[src/rtl/mem_port_arbiter_pkg.sv]
// mem_port_arbiter_pkg
// Shared types and constants for the unified memory port arbiter.
//   arb_src_t   : owner tag of an in-flight memory access
//   MEM_LAT_MAX : largest supported memory read latency
//   WE_W        : byte-enable width of the data port
//   grant_src() : tag to record for the access granted this cycle
package mem_port_arbiter_pkg;

    localparam int unsigned MEM_LAT_MAX = 4;
    localparam int unsigned WE_W        = 4;

    typedef enum logic [1:0] {
        SRC_NONE = 2'd0,
        SRC_IF   = 2'd1,
        SRC_DM   = 2'd2
    } arb_src_t;

    // Only reads return data, so a DM write is tagged like an idle cycle.
    function automatic arb_src_t grant_src(input logic if_gnt,
                                           input logic dm_gnt,
                                           input logic dm_rd);
        if (dm_gnt) begin
            return dm_rd ? SRC_DM : SRC_NONE;
        end
        if (if_gnt) begin
            return SRC_IF;
        end
        return SRC_NONE;
    endfunction

endpackage

[src/rtl/mem_port_arbiter_tag_delay_line.sv]
// tag_delay_line
// DEPTH-stage shift register of arb_src_t tags; the last stage names the
// owner of the memory read data arriving this cycle.
//   clk, rst_n : clock, asynchronous active-low clear of all stages
//   i_tag      : tag loaded into stage 0 every cycle
//   o_tag      : tag leaving the last stage
module tag_delay_line
    import mem_port_arbiter_pkg::*;
#(
    parameter int unsigned DEPTH = 1
) (
    input  logic     clk,
    input  logic     rst_n,
    input  arb_src_t i_tag,
    output arb_src_t o_tag
);

    arb_src_t r_stage [DEPTH];

    // Clearing on reset drops any responses still in flight.
    always_ff @(posedge clk or negedge rst_n) begin
        if (!rst_n) begin
            for (int unsigned i = 0; i < DEPTH; i++) begin
                r_stage[i] <= SRC_NONE;
            end
        end else begin
            r_stage[0] <= i_tag;
            for (int unsigned i = 1; i < DEPTH; i++) begin
                r_stage[i] <= r_stage[i-1];
            end
        end
    end

    assign o_tag = r_stage[DEPTH-1];

endmodule

[src/rtl/mem_port_arbiter.sv]
// mem_port_arbiter
// Shares one memory port between instruction fetch (IF, read only) and data
// memory access (DM). One combinational grant per cycle; read owners are
// tracked in a MEM_LAT-deep tag line so each response returns to its issuer.
// Compile option ARB_RR_EN: round-robin arbitration instead of fixed DM
// priority.
// Parameters: ADDR_W, DATA_W, MEM_LAT (1..MEM_LAT_MAX).
// Ports:
//   clk, rst_n                       clock, async active-low reset
//   i_if_req/i_if_addr               fetch request
//   o_if_gnt/o_if_rvalid/o_if_rdata  fetch grant and response
//   i_dm_req/i_dm_we/i_dm_addr/i_dm_wdata  data request (we==0 is a read)
//   o_dm_gnt/o_dm_rvalid/o_dm_rdata  data grant and response
//   o_mem_en/o_mem_we/o_mem_addr/o_mem_wdata/i_mem_rdata  memory macro port
module mem_port_arbiter
    import mem_port_arbiter_pkg::*;
#(
    parameter int unsigned ADDR_W  = 32,
    parameter int unsigned DATA_W  = 32,
    parameter int unsigned MEM_LAT = 1
) (
    input  logic              clk,
    input  logic              rst_n,
    input  logic              i_if_req,
    input  logic [ADDR_W-1:0] i_if_addr,
    output logic              o_if_gnt,
    output logic              o_if_rvalid,
    output logic [DATA_W-1:0] o_if_rdata,
    input  logic              i_dm_req,
    input  logic [WE_W-1:0]   i_dm_we,
    input  logic [ADDR_W-1:0] i_dm_addr,
    input  logic [DATA_W-1:0] i_dm_wdata,
    output logic              o_dm_gnt,
    output logic              o_dm_rvalid,
    output logic [DATA_W-1:0] o_dm_rdata,
    output logic              o_mem_en,
    output logic [WE_W-1:0]   o_mem_we,
    output logic [ADDR_W-1:0] o_mem_addr,
    output logic [DATA_W-1:0] o_mem_wdata,
    input  logic [DATA_W-1:0] i_mem_rdata
);

    logic     w_if_gnt;
    logic     w_dm_gnt;
    arb_src_t w_tag_in;
    arb_src_t w_tag_last;

`ifdef ARB_RR_EN
    // High when IF should win the next conflict (i.e. DM won last).
    logic r_rr_if_next;

    // Round-robin grant; grants are held low while reset is asserted.
    always_comb begin
        w_if_gnt = 1'b0;
        w_dm_gnt = 1'b0;
        if (rst_n) begin
            if (i_if_req && i_dm_req) begin
                w_if_gnt = r_rr_if_next;
                w_dm_gnt = !r_rr_if_next;
            end else begin
                w_if_gnt = i_if_req;
                w_dm_gnt = i_dm_req;
            end
        end
    end

    // Records the most recent winner, contested or not.
    always_ff @(posedge clk or negedge rst_n) begin
        if (!rst_n) begin
            r_rr_if_next <= 1'b1;
        end else if (w_dm_gnt) begin
            r_rr_if_next <= 1'b1;
        end else if (w_if_gnt) begin
            r_rr_if_next <= 1'b0;
        end
    end
`else
    // Fixed DM priority; grants are held low while reset is asserted.
    always_comb begin
        w_dm_gnt = rst_n && i_dm_req;
        w_if_gnt = rst_n && i_if_req && !i_dm_req;
    end
`endif

    assign o_if_gnt = w_if_gnt;
    assign o_dm_gnt = w_dm_gnt;
    assign o_mem_en = w_if_gnt || w_dm_gnt;

    // Memory port mux; idle cycles present an all-zero request.
    always_comb begin
        o_mem_we    = '0;
        o_mem_addr  = '0;
        o_mem_wdata = '0;
        if (w_dm_gnt) begin
            o_mem_we    = i_dm_we;
            o_mem_addr  = i_dm_addr;
            o_mem_wdata = i_dm_wdata;
        end else if (w_if_gnt) begin
            o_mem_addr  = i_if_addr;
        end
    end

    assign w_tag_in = grant_src(w_if_gnt, w_dm_gnt, i_dm_we == '0);

    tag_delay_line #(
        .DEPTH (MEM_LAT)
    ) u_tag_line (
        .clk   (clk),
        .rst_n (rst_n),
        .i_tag (w_tag_in),
        .o_tag (w_tag_last)
    );

    // Read data is shared; consumers qualify it with their rvalid.
    assign o_if_rvalid = (w_tag_last == SRC_IF);
    assign o_dm_rvalid = (w_tag_last == SRC_DM);
    assign o_if_rdata  = i_mem_rdata;
    assign o_dm_rdata  = i_mem_rdata;

endmodule

[config.mk]
export PLATFORM = sky130hd
export DESIGN_NAME = mem_port_arbiter
export DESIGN_NICKNAME = d
export VERILOG_FILES = /design/src/rtl/mem_port_arbiter_pkg.sv /design/src/rtl/mem_port_arbiter_tag_delay_line.sv /design/src/rtl/mem_port_arbiter.sv
export SDC_FILE = /design/constraint.sdc
export NUM_CORES = 1
export LEC_CHECK = 0
export ABC_CLOCK_PERIOD_IN_PS = 1000
export BUFFER_PORTS_ARGS = -buffer_cell sky130_fd_sc_hd__buf_4
export CAP_MARGIN = 20
export CORE_AREA = 2 2 107 109
export DETAILED_ROUTE_END_ITERATION = 8
export DIE_AREA = 0 0 109 111
export GPL_TIMING_DRIVEN = 0
export PLACE_DENSITY = 0.54
export SLEW_MARGIN = 10
export SYNTH_ARGS = -nofsm -noshare
export SYNTH_HDL_FRONTEND = slang
export SYNTH_SLANG_ARGS = --single-unit
[constraint.sdc]
create_clock -name clk -period 1 [get_ports clk]
set_input_delay 0.15 -clock clk [delete_from_list [all_inputs] [get_ports clk]]
set_output_delay 0.15 -clock clk [all_outputs]
set_load 0.05 [all_outputs]
==> impl_metrics.yaml <==
synth:
  syn-num-nets: 299
  ys.warnings.count: 0
  ys_seq_elements: 2
  synth_area_sq_um: 1270
  synth.distinct_cells: 14
  seq_area_frac_synth: 0.0394
  syn-instance-count: 163
  avgSynthCellArea_sq_um: 7.78
placed_design:
  placed_cell_area_sq_um: 3410
  dp_hpwl_microns: 6220
  io_buffers: 240
  place.gp.congestion: 0.769
  post-place-cells: 546
detailed_routing:
  drt-total-wl_microns: 8220
  drtIter0Drc: 54
  wl_per_cell_microns: 14.6
  viasPerCell: 3.97
  drc: 0
  ant_nets: 0
  first_pass_iters: 4
  vias: 2235
cells_and_area:
  largest_register_ffs: 2
  multi_input_area_sq_um: 847
  syn2layout_area_growth_pct: 244
  fillerInstances: 1093
  diodes: 0
  drive_above_1_share: 0.986
  fin_area_sq_um: 4370
  fin_nets: 558
  regArea_sq_um: 50.0
  finalNonFillerCells: 563
clocking:
  numCtsBuffers: 3
  cts_sinks: 2
  clkTransAtPathRegs_ns: 0.03
  tritoncts: "done"
  root_buffer: "clkbuf_16"
  cts_buffer_depth: 2
  cts.htree.levels: 1
min_path:
  hp-class: "primary input to flop"
  min_path_cells: 3
worst_setup_path:
  cp_max_fo: 10
  criticalPathCategory: "primary input to primary output"
  endpoint_kind: "primary output"
  worst-endpoint-required_ns: 0.85
  crit_path_cell_trace: "buf_6, and2_4, buf_6, a32o_2, buf_6"
  critPathSlowestCell: "a32o_2"
  startpoint_type: "primary input"
  crit_path_max_incr_delay_ns: 0.27
  crit_top_cell: "buf_6"
  crit_arrival_ns: 1.03
global_routing:
  grt_usage: 0.124
  grt_max_degree: 11
  antenna_found_initial: 0
  grt_overflow: 0
  first_global_vias: 2438
  grt_pass1_wl_microns: 12000
power_and_ir_drop:
  p_leak_nw: 2.35
  netSwitchingFraction: 0.456
  switchingPower_w: 0.00153
  power.total_w: 0.00336
  cellPowerDensity_nw_per_um2: 769
  pwr-share-clk: 0.177
  power_frac_seq: 0.025
  intPower_w: 0.00183
  ir_worst_vdd_uv: 426
  p_comb_frac: 0.798
timing:
  tns_ns: -5.78
  final-hold-violation-count: 0
  rsz0062_at_grt: "true"
  tightest_slew_ns: 0.210
  setup-violations-final: 48
  setup_slack_ns: -0.181
  period_needed_ns: 1.18
  slew_headroom: 0.859
  post-route-period-util: 1.18
  max_freq_mhz: 847
  slew_viol_final: 0
die:
  die_h_microns: 111
  dieArea_sq_um: 12100
  num_io_pins: 273
  initial_core_util: 0.115
  rows: 39
  die_x_microns: 109
  coreArea_sq_um: 11100
run:
  max_cap_viol_count: 0
status:
  status: "complete, but fails checks"
  violations: "negative setup slack"
-- cells by family after synthesis --
group                  count (synthesis)  synth area share
AO/OA/AOI/OAI                         33             0.258
buffers and inverters                 84             0.483
flip-flops                             2            0.0394
AND/OR/NAND/NOR                       44             0.219
-- through the flow --
stage / setup slack, ns / hold slack, ns / util
after floorplan: -0.200 / -0.146 / -
after global placement: -0.363 / -0.0449 / 0.308
after detailed placement: -0.350 / -0.0438 / 0.308
after CTS: -0.188 / 0.239 / 0.388
after global routing: -0.204 / 0.256 / 0.394
final: -0.181 / 0.235 / 0.394
-- synthesized netlist by cell type (all sizes together) --
cell	number	share of area
a32o	32	0.25
clkinv	1	0.0030
clkbuf	8	0.025
buf	75	0.46
and3	36	0.18
and2	5	0.027
nor2b	2	0.0099
dfrtp	2	0.039
nor4	1	0.0049
o21a	1	0.0059
-- critical path: cells and delay by family --
kind	cells	cell delay (ns)
AOI/OAI and AO/OA	1	0.27
buffers and inverters	3	0.39
and+or+nand+nor	1	0.21
-- layout make-up --
type                       instances  share of cell area
timing repair buffer             257               0.569
inverter                           1             0.00115
buffer                            80               0.166
clock buffer                       3              0.0172
multi-input combinational         77               0.194
tap                              143              0.0410
sequential                         2              0.0115
-- routing by layer --
| metal | global-route usage | up-vias | share of wire |
|---|---|---|---|
| met2 | 0.249 | 170 | 0.54 |
| met4 | 0.0222 | 0 | 0.018 |
| li1 | - | 1059 | - |
| met3 | 0.0412 | 12 | 0.12 |
| met5 | 0 | - | 0 |
| met1 | 0.119 | 994 | 0.32 |
-- worst paths after layout --
kind / from / end
min in group asynchronous: rst_n / u_tag_line.o_tag[1]
max in group asynchronous: rst_n / u_tag_line.o_tag[0]
hold / removal: i_dm_we[3] / u_tag_line.o_tag[1]
setup / recovery: i_if_req / o_mem_addr[8]
-- cell usage in the layout (no fill, tap or decap), drive strengths merged, types with 2 or more instances in the layout --
master  Yosys  routed
a32o       32      32
and2        5       5
and3       36      36
buf        75     331
clkbuf      8       8
dfrtp       2       2
nor2b       2       2
-- power by group through the flow --
stage                     combinational, W  sequential [W]  clock (W)
after floorplan                    0.00151       0.0000850          0
after global placement             0.00230       0.0000851          0
after detailed placement           0.00231       0.0000851          0
after CTS                          0.00265       0.0000852   0.000604
after global routing               0.00279       0.0000858   0.000618
final                              0.00268       0.0000856   0.000594
-- repair_timing --
action	in CTS	in global routing
gates cloned	8	0
hold buffers	1	0
pin swaps	36	10
endpoints found under the setup margin	73	72
resized for setup	170	25
setup buffers	7	1
hold endpoints to repair	2	0
Power figures use the tool's default switching activity.
